`src/rtl/fifo_wr_arbiter.sv`:
```
// Round-robin burst write arbiter: NREQ requesters share one FIFO write port.
// Optional FIFO_ARB_STATS_EN adds a saturating stall counter output (stall_cnt).
module fifo_wr_arbiter #(
  parameter int NREQ      = 4,
  parameter int DW        = 8,
  parameter int BURST_MAX = 4
) (
  input  logic               clk,
  input  logic               rst,
  input  logic [NREQ-1:0]    req,
  input  logic [NREQ*DW-1:0] req_data,
  output logic [NREQ-1:0]    gnt,
  output logic [NREQ-1:0]    ack,
  output logic               fifo_wr,
  output logic [DW-1:0]      fifo_din,
  input  logic               fifo_full
`ifdef FIFO_ARB_STATS_EN
  ,
  output logic [15:0]        stall_cnt
`endif
);

  localparam int OW = (NREQ > 1) ? $clog2(NREQ) : 1;
  localparam int CW = $clog2(BURST_MAX + 1);
  localparam logic [CW-1:0] C_BMAX     = CW'(BURST_MAX);
  localparam logic [OW-1:0] C_LAST_RST = OW'(NREQ - 1);

  typedef enum logic {IDLE, BURST} state_t;

  state_t          r_state, w_state_nxt;
  logic [OW-1:0]   r_owner, w_owner_nxt;
  logic [OW-1:0]   r_last, w_last_nxt;
  logic [OW-1:0]   w_pick, w_cand;
  logic [CW-1:0]   r_cnt, w_cnt_nxt;
  logic [NREQ-1:0] r_gnt, w_gnt_nxt;
  logic            w_found, w_req_own, w_beat;
  logic [DW-1:0]   w_data [NREQ];

  always_comb begin
    for (int unsigned i = 0; i < NREQ; i++) begin
      w_data[i] = req_data[i*DW +: DW];
    end
  end

  // Search starts one past the last owner and wraps, so the first hit is the fair winner
  always_comb begin
    w_found = 1'b0;
    w_pick  = r_last;
    w_cand  = '0;
    for (int unsigned i = 1; i <= NREQ; i++) begin
      w_cand = OW'((32'(r_last) + i) % NREQ);
      if (!w_found && req[w_cand]) begin
        w_found = 1'b1;
        w_pick  = w_cand;
      end
    end
  end

  assign w_req_own = req[r_owner];
  assign w_beat    = (r_state == BURST) && w_req_own && !fifo_full;

  always_comb begin
    w_state_nxt = r_state;
    w_owner_nxt = r_owner;
    w_last_nxt  = r_last;
    w_cnt_nxt   = r_cnt;
    case (r_state)
      IDLE: begin
        if (w_found) begin
          w_state_nxt = BURST;
          w_owner_nxt = w_pick;
          w_cnt_nxt   = '0;
        end
      end
      BURST: begin
        if (!w_req_own) begin
          w_state_nxt = IDLE;
          w_last_nxt  = r_owner;
        end else if (!fifo_full) begin
          w_cnt_nxt = r_cnt + 1'b1;
          if (w_cnt_nxt == C_BMAX) begin
            w_state_nxt = IDLE;
            w_last_nxt  = r_owner;
          end
        end
      end
      default: w_state_nxt = IDLE;
    endcase
    w_gnt_nxt = '0;
    if (w_state_nxt == BURST) w_gnt_nxt[w_owner_nxt] = 1'b1;
  end

  always_ff @(posedge clk or negedge rst) begin
    if (!rst) begin
      r_state <= IDLE;
      r_owner <= '0;
      r_last  <= C_LAST_RST;
      r_cnt   <= '0;
      r_gnt   <= '0;
    end else begin
      r_state <= w_state_nxt;
      r_owner <= w_owner_nxt;
      r_last  <= w_last_nxt;
      r_cnt   <= w_cnt_nxt;
      r_gnt   <= w_gnt_nxt;
    end
  end

  always_comb begin
    ack          = '0;
    ack[r_owner] = w_beat;
  end

  assign gnt      = r_gnt;
  assign fifo_wr  = w_beat;
  assign fifo_din = w_beat ? w_data[r_owner] : '0;

`ifdef FIFO_ARB_STATS_EN
  logic [15:0] r_stall;

  always_ff @(posedge clk or negedge rst) begin
    if (!rst) begin
      r_stall <= '0;
    end else if ((r_state == BURST) && w_req_own && fifo_full && (r_stall != '1)) begin
      r_stall <= r_stall + 1'b1;
    end
  end

  assign stall_cnt = r_stall;
`endif

endmodule

```
`config.mk`:
```
export PLATFORM = sky130hd
export DESIGN_NAME = fifo_wr_arbiter
export DESIGN_NICKNAME = d
export VERILOG_FILES = /design/src/rtl/fifo_wr_arbiter.sv
export SDC_FILE = /design/constraint.sdc
export NUM_CORES = 1
export LEC_CHECK = 0
export ABC_AREA = 1
export CORE_UTILIZATION = 43
export CTS_CLUSTER_DIAMETER = 40
export DETAILED_ROUTE_END_ITERATION = 16
export GPL_TIMING_DRIVEN = 0
export PLACE_DENSITY = 0.86
export SYNTH_ARGS = -nofsm -noshare
export SYNTH_HDL_FRONTEND = slang
export SYNTH_SLANG_ARGS = --single-unit
```
`constraint.sdc`:
```
create_clock -name clk -period 3.6 [get_ports clk]
set_clock_uncertainty 0.1 [all_clocks]
set_input_delay 0.54 -clock clk [delete_from_list [all_inputs] [get_ports clk]]
set_output_delay 0.54 -clock clk [all_outputs]
set_load 0.03 [all_outputs]
```
After elaboration in Yosys (flattened, before gate mapping)
Index checks and enable logic that the tools add are counted.
Word-level totals
  input bits: 39
  output and inout bits: 17
  word-level logic and storage cells: 82
  bits in registers: 12
Cells by class
  muxes and demuxes: 41
  eq/ne operators: 6
  bitwise logic cells: 3
  reduce and logical (&&, ||, !) cells: 13
  magnitude comparators: 9
  add/sub/neg operators: 5
Operator list (count)
  2-to-1 mux 8 bit: 3
  less-than comparator 2 x 3 -> 1 bit, second input constant: 6
  2-to-1 mux 2 bit: 9
  binary-select mux 8 bit (select 2 bit): 1
  2-to-1 mux 1 bit: 15
  binary-select mux 1 bit (select 2 bit): 5
  2-to-1 mux 3 bit: 3
  logical AND 1 bit: 7
  inequality test 2 bit, second input constant: 3
  one-hot mux 3 bit (2 select lines): 1
  AND reduction 3 bit: 2
  adder 2 x 1 -> 2 bit, second input constant: 2
  adder 2 bit, second input constant: 2
  bitwise AND 4 bit: 1
  demux 1 bit (select 2 bit): 2
  greater-or-equal comparator 2 x 1 -> 1 bit, second input constant: 2
  zero test 1 bit: 4
  2-to-1 mux 4 bit: 1
  inequality test 2 x 1 -> 1 bit, second input constant: 2
  adder 3 x 1 -> 3 bit, second input constant: 1
  equality test 3 bit, second input constant: 1
  greater-or-equal comparator 3 bit, second input constant: 1
  NOT 2 -> 3 bit: 1
  one-hot mux 1 bit (2 select lines): 1
  NOT 1 bit: 1

Longest topological paths before layout
  depth in word-level cells: 20
  gate-level depth with buffers: 14
  gate-level depth less buffers: 13

Worst setup path after synthesis
Ideal clock, no wire load.
  path type: register to output
  start point: register r_owner[0]
  end point: output port fifo_din[0]
  cell stages (with the launch flop): 8
  buffers on the path: 2
  required time: 2960 ps
  data arrival time: 1756 ps
  slack: 1204 ps
  cells stage by stage: dfrtp_1 > buf_6 > nor2_2 > a22oi_1 > nand3_2 > nand3_4 > buf_4 > a31oi_1
On the way
  longest elaborated chain between the ends: 5
  elaborated cells between the ends (all ways): 9
  those cells by class: mux: 6; bitwise: 1; reduce/logical: 2
RTL lines
  start, declared: line 31  | logic [OW-1:0] r_owner, w_owner_nxt;
  start signal, assigned: line 102  | r_owner <= w_owner_nxt;
  NOT 2 -> 3 bit (not written as such) or binary-select mux 1 bit (select 2 bit) (tied branches): line 116, 59
  binary-select mux 8 bit (select 2 bit) or 2-to-1 mux 1 bit (tied branches): line 116, 59
  2-to-1 mux 8 bit (not written as such) or logical AND 1 bit (tied branches) (2 in series): line 116, 60
  2-to-1 mux 8 bit (*): line 116  | assign fifo_din = w_beat ? w_data[r_owner] : '0;
  end, declared: line 15  | output logic [DW-1:0] fifo_din,
Mark *: on every way between the ends. The rest lies on a longest branch, timed or not. The select of a mux whose other input is x is not followed.

Final worst setup path
  start point: register r_owner[1]
  end point: output port fifo_din[6]
Same word-level chain as after synthesis.

==> summary by stage <==
Outcome
The flow ran to the end, and the final reports show no timing, DRC or antenna violations.

Synthesis
Of the post-synthesis cell area, the dominant cell type holds 0.230. The number of flip-flops and latches in the synthesized netlist is 12. The dominant cell type by area after synthesis is sky130_fd_sc_hd__dfrtp_1.

After technology mapping, the gate count stands at 153. In the synthesized netlist the dominant register cell turns out to be sky130_fd_sc_hd__dfrtp_1. Yosys attributes the largest share of cell area to sky130_fd_sc_hd__dfrtp_1 23%, sky130_fd_sc_hd__nand2_1 17%, sky130_fd_sc_hd__nand2_2 6.9%. The net count after synthesis is 194.

The Yosys step of the flow raised 0 warnings. In this run the cell area of the synthesized design comes to 0.00109 sq mm. The post-synthesis async set-or-reset flop share is 1.00. In this run, synthesis inferred 0 flip-flops with an integrated enable. The synthesized netlist contains 29 unique library cells. The commonest cells after synthesis are 50 x sky130_fd_sc_hd__nand2_1, 12 x sky130_fd_sc_hd__nand2_2, 11 x sky130_fd_sc_hd__nor2_1.

The sequential-to-total area share from yosys stat is 0.278. A synthesized cell averages 7.11 sq um. The most common cell in the synthesized netlist is sky130_fd_sc_hd__nand2_1.

Worst setup path
The kind of cell adding the most delay to the critical path is buffers and inverters. Among all stages on the critical path, the largest delay is contributed by sky130_fd_sc_hd__clkdlybuf4s50_1. The stage delay of the slowest cell on the critical path is 0.70 ns. The critical register-to-register path startpoint is r_last[0].

Together, buffers and inverters on the worst path number 3. The data arrival time of the critical path is 2.54 ns. The worst setup path is launched from a flip-flop. The most frequent cell on the critical path is sky130_fd_sc_hd__buf_4. Along the worst path, the maximum fanout reaches 10. The critical path starts at r_owner[1]. The signal on the critical path passes through buf_4 > nor2_2 > a22oi_1 > nand3_2 > nand3_4 > buf_4 > a31oi_1 > clkdlybuf4s50_1.

The critical setup path kind is flip-flop to output pin. The data required time of the critical path is 2.96 ns. Measured in cells, the most critical reg-to-reg path has a length of 13.

STA classifies the critical path endpoint as an output pin. The cell depth of the worst setup path is 8.

Drt
The number of vias per cell is 5.13. The post-route antenna net violation count is 0. After detailed routing, the number of remaining DRC violations is 0. In the final routed layout, each cell accounts on average for 12.5 um. For this block, the routed nets add up to 3000 um of wire. For this block, the initial DRC count from the detailed router was 18. The total number of vias is 1232. The first-pass iteration count of the detailed router is 4.

Final layout
After filler insertion, the fill cell instance count of the layout stands at 190. Summing all flip-flop and latch instances after layout gives 303 sq um. The area occupied by multi-input gates is 684 sq um.

The post-synthesis to final-layout area growth is 57.2%. The number of antenna diodes is 0. The filler-free cell count of the finished design is 240.

The cell area after layout is 0.00171 sq mm. The fraction of final layout cells sized beyond drive strength 1 is 0.203. The net total in the final layout is 254.

Die
The cell row count is 17. The standard cell core area is 0.00230 sq mm. The die is 52.3 um tall.

The initial core utilization is 0.473. The area enclosed by the die boundary is 0.00273 sq mm. The floorplan die width is 52.3 um. The number of primary I/O pins is 56.

Clock tree
The count of clock tree sinks is 12. Buffers inserted during clock tree synthesis total 3. The tree is rooted in a sky130_fd_sc_hd__clkbuf_4. The level count of the clock H-tree is 1. The clock network latency to the later pin of the worst-skew pair is 0.27 ns. The number of buffers inserted by post-CTS setup repair is 0. The register clock-pin slew on the reported worst setup and hold paths is 0.07 ns.

The number of buffers between clock root and the deepest sink is 2. The hold buffer count at cts is 0. The post-cts repair resize count is 0.

TritonCTS built the clock tree.

Min path
In this run the worst hold path is classified as flip-flop to flip-flop. Along the worst hold path, the cell count comes to 1. The launch point of the worst hold path is r_cnt[0].

Global routing
Across every metal layer, demand over resource in global routing totals 0.231. The maximum number of pins on one net before global-route repair is 13. The first global-routing pass estimated 4770 um of wire.

The number of global-route vias before repair is 1159. The number of antenna violations at the first check in global routing is 0. The total congestion overflow after global routing is 0.

Place
The post-placement cell area is 0.00167 sq mm. The weighted congestion reported at the end of routability-driven placement is 0.770. The count of buffers added on input and output ports is 55. Once detailed placement completed, the half-perimeter wirelength came to 2350 um.

The post-placement cell count is 236. At the placement stage, the worst setup path has a slack of 0.507 ns.

Power
The worst-case IR drop observed on VDD is 0.000587 V. The post-route total power is 0.00135 W. The power density of the placed cells is 790 mW/mm^2. The leakage component of the power is 0.763 nW.

Timing
Setup repair after global routing left no endpoint under its margin. Static timing analysis puts the maximum clock frequency at 314 MHz. At the pin with the least slew margin, the transition time is 0.509 ns. After layout, the worst setup slack is 0.419 ns. The worst slew margin relative to its limit is 0.659. Of the available clock period, the critical path in the final layout requires 0.884. The number of hold-slack violations in the final timing report is 0.

The final setup violation count is 0. The number of max-slew violations in the final report is 0. After routing, the total negative slack on setup checks comes to 0 ns. After layout, the minimum clock period comes to 3.18 ns.

Job
Across the run, the number of max-cap violations was 0.
## area by class of cell
class / count / area share
Multi-Input combinational cell: 122 / 0.400
Timing Repair Buffer: 55 / 0.322
Sequential cell: 12 / 0.177
Inverter: 15 / 0.0366
Buffer: 4 / 0.0220
Clock buffer: 4 / 0.0212
Tap cell: 28 / 0.0205
## worst register-to-register path, delay by kind of cell, from the launching register on
kind,cells,cell delay (ns)
AND/OR/NAND/NOR,11,0.94
flip-flops,1,0.53
buffers and inverters,2,0.20
## kinds of logic (layout without fill, tap and decap cells)
group,Yosys count,in the layout,share of synthesized area
flops,12,12,0.278
simple gates,95,95,0.457
fa+ha+maj,2,2,0.0230
buf+inv,19,78,0.0920
compound gates,25,25,0.150
## flip-flops by register name, indices dropped and copies added, names as in the netlist
| signal | count |
|---|---|
| gnt | 4 |
| r_owner | 2 |
| r_cnt | 3 |
| r_last | 2 |
| r_state | 1 |
## routing by layer
metal  GRT usage  vias to the layer above  routed length [um]
met3      0.0667                        4                 321
met2       0.424                       54                1390
li1            -                      623                   -
met4      0.0614                        0                  40
met1       0.257                      551                1250
met5           0                        -                   0
## path summary, 6_finish.rpt
kind,endpoint,slack [ns]
worst max-delay path,fifo_din[6],0.42
worst min-delay path,r_cnt[0],0.39
worst max register to register,gnt[2],1.75
worst min register to register,r_cnt[0],0.39
max in group asynchronous,r_last[1],2.54
min in group asynchronous,gnt[1],0.50
## stage by stage
stage               hold slack [ns]  utilization
finish                        0.393        0.744
global route                  0.434        0.744
CTS                           0.392        0.744
global placement              0.356        0.728
detailed placement            0.376        0.728
floorplan                     0.144            -
## report_power, final
group | internal, W | switching, W | total (W)
registers | 0.000200 | 0.0000358 | 0.000236
logic | 0.000374 | 0.000633 | 0.00101
clock network | 0.0000615 | 0.0000455 | 0.000107
## placed cells by master (no fill, tap or decap)
cell / instances
sky130_fd_sc_hd__o21ai_2: 1
sky130_fd_sc_hd__nor2_1: 11
sky130_fd_sc_hd__inv_1: 7
sky130_fd_sc_hd__a21oi_1: 1
sky130_fd_sc_hd__nand3_1: 7
sky130_fd_sc_hd__ha_1: 2
sky130_fd_sc_hd__nand2_1: 50
sky130_fd_sc_hd__o21ai_1: 1
sky130_fd_sc_hd__a22oi_1: 9
sky130_fd_sc_hd__nand3_2: 2
sky130_fd_sc_hd__nand2_4: 5
sky130_fd_sc_hd__clkdlybuf4s50_1: 55
sky130_fd_sc_hd__nor2_2: 2
sky130_fd_sc_hd__nor2_4: 1
sky130_fd_sc_hd__nor2_8: 1
sky130_fd_sc_hd__clkinv_1: 1
sky130_fd_sc_hd__inv_2: 4
sky130_fd_sc_hd__buf_6: 2
sky130_fd_sc_hd__clkbuf_4: 3
sky130_fd_sc_hd__nor3_2: 1
sky130_fd_sc_hd__clkbuf_8: 1
sky130_fd_sc_hd__inv_4: 2
sky130_fd_sc_hd__nand3_4: 1
sky130_fd_sc_hd__nand2_2: 12
sky130_fd_sc_hd__buf_4: 2
sky130_fd_sc_hd__dfrtp_1: 10
sky130_fd_sc_hd__a31oi_1: 8
sky130_fd_sc_hd__o22ai_1: 1
sky130_fd_sc_hd__dfstp_2: 2
sky130_fd_sc_hd__o21ai_0: 4
sky130_fd_sc_hd__nor3_1: 2
sky130_fd_sc_hd__clkinv_2: 1
No activity file was read; power rests on OpenSTA's default activity.
